### src/rtl/regfile_sequencer.sv
// Command sequencer that turns single register-file operations into cycle-accurate
// register-file control. Define REGSEQ_SWAP_EN to build in the three-cycle SWAP command.
module regfile_sequencer #(
    parameter logic [2:0] FS_DEC   = 3'b000,
    parameter logic [2:0] FS_INC   = 3'b001,
    parameter logic [2:0] FS_LOAD  = 3'b010,
    parameter logic [2:0] FS_CLEAR = 3'b011
) (
    input  logic        Clock,
    input  logic        Reset,
    input  logic        CmdValid,
    output logic        CmdReady,
    input  logic [2:0]  CmdOp,
    input  logic [1:0]  CmdDst,
    input  logic [1:0]  CmdSrc,
    input  logic [15:0] CmdData,
    input  logic [15:0] RfOutA,
    output logic [15:0] RfI,
    output logic [2:0]  RfOutASel,
    output logic [2:0]  RfOutBSel,
    output logic [2:0]  RfFunSel,
    output logic [3:0]  RfRegSel,
    output logic [3:0]  RfScrSel,
    output logic        Done,
    output logic        Err
);

    localparam logic [2:0] OP_NOP  = 3'b000;
    localparam logic [2:0] OP_LDI  = 3'b001;
    localparam logic [2:0] OP_CLR  = 3'b010;
    localparam logic [2:0] OP_INC  = 3'b011;
    localparam logic [2:0] OP_DEC  = 3'b100;
    localparam logic [2:0] OP_MOV  = 3'b101;
    localparam logic [2:0] OP_SWAP = 3'b110;

`ifdef REGSEQ_SWAP_EN
    typedef enum logic [1:0] {IDLE, EXEC, SWAP2, SWAP3} state_t;
`else
    typedef enum logic [1:0] {IDLE, EXEC} state_t;
`endif

    typedef enum logic [1:0] {ISEL_ZERO, ISEL_DATA, ISEL_OUTA} isel_t;

    typedef struct packed {
        logic [3:0] regsel;
        logic [3:0] scrsel;
        logic [2:0] funsel;
        logic [2:0] outasel;
        isel_t      isel;
        logic       done;
        logic       err;
    } ctrl_t;

    localparam ctrl_t CTRL_IDLE = '{regsel: 4'b1111, scrsel: 4'b1111, funsel: 3'b000,
                                    outasel: 3'b000, isel: ISEL_ZERO, done: 1'b0, err: 1'b0};

    state_t      state, nstate;
    logic [2:0]  op_p0, nop;
    logic [1:0]  dst_p0, ndst;
    logic [1:0]  src_p0, nsrc;
    logic [15:0] data_p0, ndata;
    ctrl_t       ctrl_p0, nctrl;

    // Active-low one-hot enable; index 0 (R1/S1) maps to bit 3.
    function automatic logic [3:0] en_mask(input logic [1:0] idx);
        return ~(4'b1000 >> idx);
    endfunction

    function automatic ctrl_t decode(input state_t s, input logic [2:0] op,
                                     input logic [1:0] dst, input logic [1:0] src);
        ctrl_t c;
        c = CTRL_IDLE;
        case (s)
            EXEC: begin
                c.done = 1'b1;
                case (op)
                    OP_NOP: ;
                    OP_LDI: begin
                        c.regsel = en_mask(dst);
                        c.funsel = FS_LOAD;
                        c.isel   = ISEL_DATA;
                    end
                    OP_CLR: begin
                        c.regsel = en_mask(dst);
                        c.funsel = FS_CLEAR;
                    end
                    OP_INC: begin
                        c.regsel = en_mask(dst);
                        c.funsel = FS_INC;
                    end
                    OP_DEC: begin
                        c.regsel = en_mask(dst);
                        c.funsel = FS_DEC;
                    end
                    OP_MOV: begin
                        c.outasel = {1'b0, src};
                        c.isel    = ISEL_OUTA;
                        c.regsel  = en_mask(dst);
                        c.funsel  = FS_LOAD;
                    end
`ifdef REGSEQ_SWAP_EN
                    OP_SWAP: begin
                        // First leg parks R[dst] in S1; completion is signalled in SWAP3.
                        c.outasel = {1'b0, dst};
                        c.isel    = ISEL_OUTA;
                        c.scrsel  = 4'b0111;
                        c.funsel  = FS_LOAD;
                        c.done    = 1'b0;
                    end
`endif
                    default: c.err = 1'b1;
                endcase
            end
`ifdef REGSEQ_SWAP_EN
            SWAP2: begin
                c.outasel = {1'b0, src};
                c.isel    = ISEL_OUTA;
                c.regsel  = en_mask(dst);
                c.funsel  = FS_LOAD;
            end
            SWAP3: begin
                c.outasel = 3'b100;
                c.isel    = ISEL_OUTA;
                c.regsel  = en_mask(src);
                c.funsel  = FS_LOAD;
                c.done    = 1'b1;
            end
`endif
            default: ;
        endcase
        return c;
    endfunction

    always_comb begin
        nstate = state;
        nop    = op_p0;
        ndst   = dst_p0;
        nsrc   = src_p0;
        ndata  = data_p0;
        case (state)
            IDLE: begin
                if (CmdValid) begin
                    nop    = CmdOp;
                    ndst   = CmdDst;
                    nsrc   = CmdSrc;
                    ndata  = CmdData;
                    nstate = EXEC;
                end
            end
            EXEC: begin
`ifdef REGSEQ_SWAP_EN
                nstate = (op_p0 == OP_SWAP) ? SWAP2 : IDLE;
`else
                nstate = IDLE;
`endif
            end
`ifdef REGSEQ_SWAP_EN
            SWAP2: nstate = SWAP3;
            SWAP3: nstate = IDLE;
`endif
            default: nstate = IDLE;
        endcase
        nctrl = decode(nstate, nop, ndst, nsrc);
    end

    // Controls are registered against the state they belong to, so Cmd* never reaches Rf* directly.
    always_ff @(posedge Clock or posedge Reset) begin
        if (Reset) begin
            state   <= IDLE;
            op_p0   <= '0;
            dst_p0  <= '0;
            src_p0  <= '0;
            data_p0 <= '0;
            ctrl_p0 <= CTRL_IDLE;
        end else begin
            state   <= nstate;
            op_p0   <= nop;
            dst_p0  <= ndst;
            src_p0  <= nsrc;
            data_p0 <= ndata;
            ctrl_p0 <= nctrl;
        end
    end

    // RfOutA is the register file's answer to our own registered OutASel.
    always_comb begin
        case (ctrl_p0.isel)
            ISEL_DATA: RfI = data_p0;
            ISEL_OUTA: RfI = RfOutA;
            default:   RfI = 16'h0000;
        endcase
    end

    assign CmdReady  = (state == IDLE);
    assign RfOutASel = ctrl_p0.outasel;
    assign RfOutBSel = 3'b000;
    assign RfFunSel  = ctrl_p0.funsel;
    assign RfRegSel  = ctrl_p0.regsel;
    assign RfScrSel  = ctrl_p0.scrsel;
    assign Done      = ctrl_p0.done;
    assign Err       = ctrl_p0.err;

endmodule

### config.mk
export PLATFORM = sky130hd
export DESIGN_NAME = regfile_sequencer
export DESIGN_NICKNAME = d
export VERILOG_FILES = /design/src/rtl/regfile_sequencer.sv
export SDC_FILE = /design/constraint.sdc
export NUM_CORES = 1
export LEC_CHECK = 0
export ABC_AREA = 0
export CORE_UTILIZATION = 43
export CTS_BUF_LIST = sky130_fd_sc_hd__clkbuf_2 sky130_fd_sc_hd__clkbuf_4 sky130_fd_sc_hd__clkbuf_8
export DETAILED_ROUTE_END_ITERATION = 10
export GPL_ROUTABILITY_DRIVEN = 0
export GPL_TIMING_DRIVEN = 0
export PLACE_DENSITY = 0.86
export SYNTH_ARGS = -nofsm -noshare
export SYNTH_HDL_FRONTEND = slang
export SYNTH_SLANG_ARGS = --single-unit
### constraint.sdc
create_clock -name Clock -period 2.4 [get_ports Clock]
set_input_delay 0.24 -clock Clock [delete_from_list [all_inputs] [get_ports Clock]]
set_output_delay 0.24 -clock Clock [all_outputs]
set_load 0.02 [all_outputs]
* Word-level counts from Yosys, hierarchy flattened *
Index checks and enable logic that the tools add are counted.
Widths: inputs -> output; s select.

storage, ports and cells
  output and inout port bits = 36
  word-level logic and storage cells = 43
  input bits = 42
  flip-flop bits (word level) = 39

cells by class
  bitwise operators = 1
  shift-type cells = 1
  muxes and demuxes = 16
  reduce and logical (&&, ||, !) cells = 6
  equality and inequality tests = 8

operators by type and width
  operator             count
  $pmux 16 s2          1
  $mux 2               7
  $mux 9               1
  $mux 4               2
  $eq 3x2->1 const B   2
  $eq 3x3->1 const B   2
  $mux 3               2
  $pmux 2 s3           1
  $reduce_or 6->1      1
  $reduce_or 5->1      1
  $eq 2x1->1 const B   2
  $not 4->4            1
  $pmux 2 s2           1
  $shr 4x2->4 const A  1
  $eq 3x1->1 const B   1
  $logic_not 3->1      1
  $eq 2x2->1 const B   1
  $logic_not 2->1      1
  $reduce_and 2->1     1
  $reduce_or 2->1      1
  $mux 1               1

* Logic depth before layout (Yosys ltp) *
  word-level depth = 6
  depth in mapped cells = 6
  mapped depth without buffers = 4

* Least setup slack after synthesis *
No wires, ideal clock.

  path kind = register -> output
  start point = register ctrl_p0[3] in the netlist's numbering
  end point = output RfI[0]
  arrival time = 1.415 ns
  required time = 2.160 ns
  slack = 0.745 ns
  stages on the path, launching flop included = 7
  buffers on the path = 2
  path through = dfrtp_1 > inv_1 > ha_1 > clkbuf_1 > clkbuf_1 > a22oi_1 > nor2_1

on the way
  longest elaborated chain between the ends = 2
  elaborated cells between the ends (all ways) = 3
  classes of those cells = eq/ne (2); mux (1)

ends and longest elaborated chain
  element                                          line  RTL
  start: declaration                               62    ctrl_t ctrl_p0, nctrl;
  start signal: assignment                         181   ctrl_p0 <= nctrl;
  $eq 2x2->1 / $eq 2x1->1 (equally long branches)  187   case (ctrl_p0.isel)
  $pmux 16 s2 *                                    187
  end: declaration                                 18    output logic [15:0] RfI,

Mark *: on every way between the ends. The rest lies on a longest branch, timed or not.

* Worst setup path after layout *
  start point = register ctrl_p0[2] in the netlist's numbering
  end point = output RfI[14]

Same word-level chain as after synthesis.

==> impl_summary.txt <==
----------------------------------------------------
[Status]
  Run status ... completed

[Critical path]
  Element type at the critical path start ... flip-flop
  Beginning of the worst register-to-register path ... state[0]
  FF-to-FF End ... data_p0[5]
  Worst endpoint required time ... around 2.2 ns
  Reg2Reg Depth ... 3
  Slack of the worst reg-to-reg path ... ~0.85 ns
  Worst path arrival time ... slightly above 2 ns
  Worst Path Max Fanout ... 10
  Endpoint class of the critical path ... primary output
  Setup CP Type ... flip-flop to primary output

[STA]
  Number of slew-limit violations in the final report ... 0
  Worst hold margin ... 0.4747 ns
  Least-Margin Pin Slew ... approximately 1.1 ns
  Fin crit period ... about 2.3 ns
  Setup repair after global routing missed its margin ... false
  Final setup fails ... 0
  Max-slew headroom at the worst pin ... between 20% and 30%
  Post-Route Setup TNS ... 0 ns
  Achievable clock frequency ... 436.5 MHz
  Clock skew after layout ... around 0.0053 ns
  Final-report hold violation count ... 0
  Post-route fraction of the period consumed by the critical path ... between 90% and 100%

[Yosys]
  Main combinational cell family by area after synthesis ... simple AND/OR/NAND/NOR gates
  Compound-Gate Fraction of Synth Area ... 8.521%
  Post-synthesis share of cell area spent on xor and xnor gates ... 0%
  YS warnings ... 0
  Synth Area per Inst ... 11.26 µm²
  Cells after synthesis ... ~130
  Register area share after synthesis ... between 50 and 60%
  Flops & latches, synth ... 30
  Synth unique cells ... 25
  Most used DFF post-synth ... sky130_fd_sc_hd__dfrtp_1
  Arithmetic-cell share of the synthesized area counting full adders, half adders and majority gates ... 1.671%
  Simple-Gate Fraction of Synth Area ... between 10% and 20%
  Ys async rst share ... between 90% and 100%
  Synthesized area ... roughly 1500 µm²
  Proportion of synthesized area in mux cells ... 12.03%
  Number of flops mapped to enable cells by yosys ... 0

[Clocking]
  Number of buffers added for setup after CTS ... 0
  Post-CTS Hold Fix Bufs ... 0
  Insertion delay of the later-clocked pin in the worst-skew pair ... between 0.3 and 0.4 ns
  Buffer depth of the longest clock path ... 2
  Clk sink count ... 30
  Number of clock buffers inserted by TritonCTS ... 5
  H-tree levels ... 2
  CTS root buf ... sky130_fd_sc_hd__clkbuf_4
  Clock tree from TritonCTS ... built
  Clock slew at reported path FFs ... ~0.090 ns

[Die]
  Std-Cell Rows ... 21
  Starting density of the core ... between 40% and 50%
  Width of the die ... 61.02 µm
  Die ar. ... ~3700 µm²
  Vertical die dimension ... 61.02 µm
  Core area ... about 3300 µm²
  Ports placed on the boundary ... 78

[Global route]
  Global-route wire length before repair ... between 4 and 5 mm
  Remaining global-route overflow ... 0
  Largest net degree at the start of global routing ... 31
  Global Route Usage Sum ... 18.35%
  Antenna violations before repair ... 0
  Vias in the first global route ... 1088

[Power and ir drop]
  Power Density ... between 400 and 500 nW/µm²
  Leakage power figure ... 1.083 nW
  Maximum ir drop on the vdd rail ... 410.3 µV
  Final total power ... 1.119 mW

[Route]
  Total Routed Length ... between 3 and 4 mm
  Average wire per standard cell ... 12.28 µm
  Number of antenna-violating nets in the routed design ... 0
  # DRC ... 0
  Drt first pass iters ... 4
  Detailed Route Iter0 Violations ... 26
  Via count ... ~1.2k
  Vias per std cell ... around 4.7

[Layout]
  Area added between synthesis and finish ... 56.47%
  Total of fill cells in the finished design ... 272
  Ant diodes ... 0
  Share of cells above drive strength 1 ... between 20% and 30%
  Net total in the final layout ... around 260

[Place]
  Number of buffers added on ports ... 68
  Detailed placement HPWL ... around 2.4 mm

[Flow run]
  Number of violations of the max-capacitance limit ... 0

[Hold path]
  Class of the tightest hold or removal check ... input pin to async pin

----------------------------------------------------
[layout by cell type, fill, tap and decap left out, drive strengths merged, types with 4 or more instances in the layout]
cell type,count
mux2,16
dfstp,4
nand4,4
a22oi,16
clkdlybuf4s50,60
clkbuf,9
dlymetal6s2s,6
dfrtp,26
buf,21
nor2,18
conb,10
[worst max-delay path by stage]
stage / startpoint / endpoint / slack, ns / depth (start not counted)
6_report: ctrl_p0[2] / RfI[14] / 0.11 / 5
5_1_grt: ctrl_p0[3] / RfI[10] / 0.004 / 6
4_1_cts: ctrl_p0[2] / RfI[14] / 0.02 / 5
3_5_place_dp: ctrl_p0[3] / RfI[2] / 0.04 / 7
3_3_place_gp: ctrl_p0[3] / RfI[6] / 0.07 / 7
2_1_floorplan: ctrl_p0[3] / RfI[0] / 0.74 / 6
[cell usage after synthesis, types with 3 or more instances]
library cell,count,area (µm²)
sky130_fd_sc_hd__clkbuf_1,4,15.01
sky130_fd_sc_hd__mux2_2,15,168.9
sky130_fd_sc_hd__nand4_1,4,25.02
sky130_fd_sc_hd__buf_4,18,135.1
sky130_fd_sc_hd__a22oi_1,16,120.1
sky130_fd_sc_hd__nor2b_1,3,18.77
sky130_fd_sc_hd__inv_1,3,11.26
sky130_fd_sc_hd__nor2_1,18,67.56
sky130_fd_sc_hd__dfrtp_1,26,650.6
sky130_fd_sc_hd__dfstp_2,4,105.1
[worst max-delay path: stages (launching register included)]
cell	delay (ns)
sky130_fd_sc_hd__dfrtp_1	0.39
sky130_fd_sc_hd__inv_1	0.06
sky130_fd_sc_hd__ha_2	0.31
sky130_fd_sc_hd__clkbuf_2	0.22
sky130_fd_sc_hd__nor2_1	0.13
sky130_fd_sc_hd__clkdlybuf4s50_1	0.61
[state kept, by name (all words and copies together), names as in the netlist]
register / flops
RfRegSel: 4
Done: 1
RfFunSel: 2
state: 2
ctrl_p0: 2
Err: 1
RfOutASel: 2
data_p0: 16
[power by group]
part           switching (mW)  internal, mW  total, mW
clock                   0.166         0.153      0.319
sequential             0.0284         0.560      0.589
combinational          0.0770         0.135      0.212
[layer usage]
metal	track usage, %	vias to the layer above	routed length, µm
met5	0	-	0
met4	5.844	0	29
met3	6.092	4	249
met2	31.24	53	1586
met1	22.13	574	1327
li1	-	595	-
[metrics by stage]
step / area (µm²) / utilization [%] / worst slack, ns / cells
after floorplan: 1528 / - / 0.7445 / 141
after global placement: 2266 / 67.90 / 0.07301 / 255
after detailed placement: 2266 / 67.90 / 0.04452 / 255
after CTS: 2326 / 69.70 / 0.02227 / 260
after global routing: 2344 / 70.23 / 0.004054 / 260
final: 2344 / 70.23 / 0.1090 / 260
[cell type report]
type	count	area [µm²]	area share, %
multi-input combinational	82	584.3	24.93
inverter	3	11.26	0.4805
sequential	30	755.7	32.25
buffer	23	177.7	7.581
tap	46	57.56	2.456
clock inverter	1	5.005	0.2136
timing repair buffer	68	693.2	29.58
clock buffer	7	58.81	2.509
[what timing repair did]
action	4_1_cts	5_1_grt
endpoints found under the setup margin	12	8
resized for setup	7	7
gates cloned	0	0
[kinds of logic (layout without fill, tap and decap cells)]
family / after synthesis / count (layout)
simple gates: 37 / 37
flops: 30 / 30
buf+inv: 29 / 102
compound gates: 17 / 17
mux: 16 / 16
fa+ha+maj: 2 / 2
other cells: 2 / 10
(Power assumes the default switching activity.)
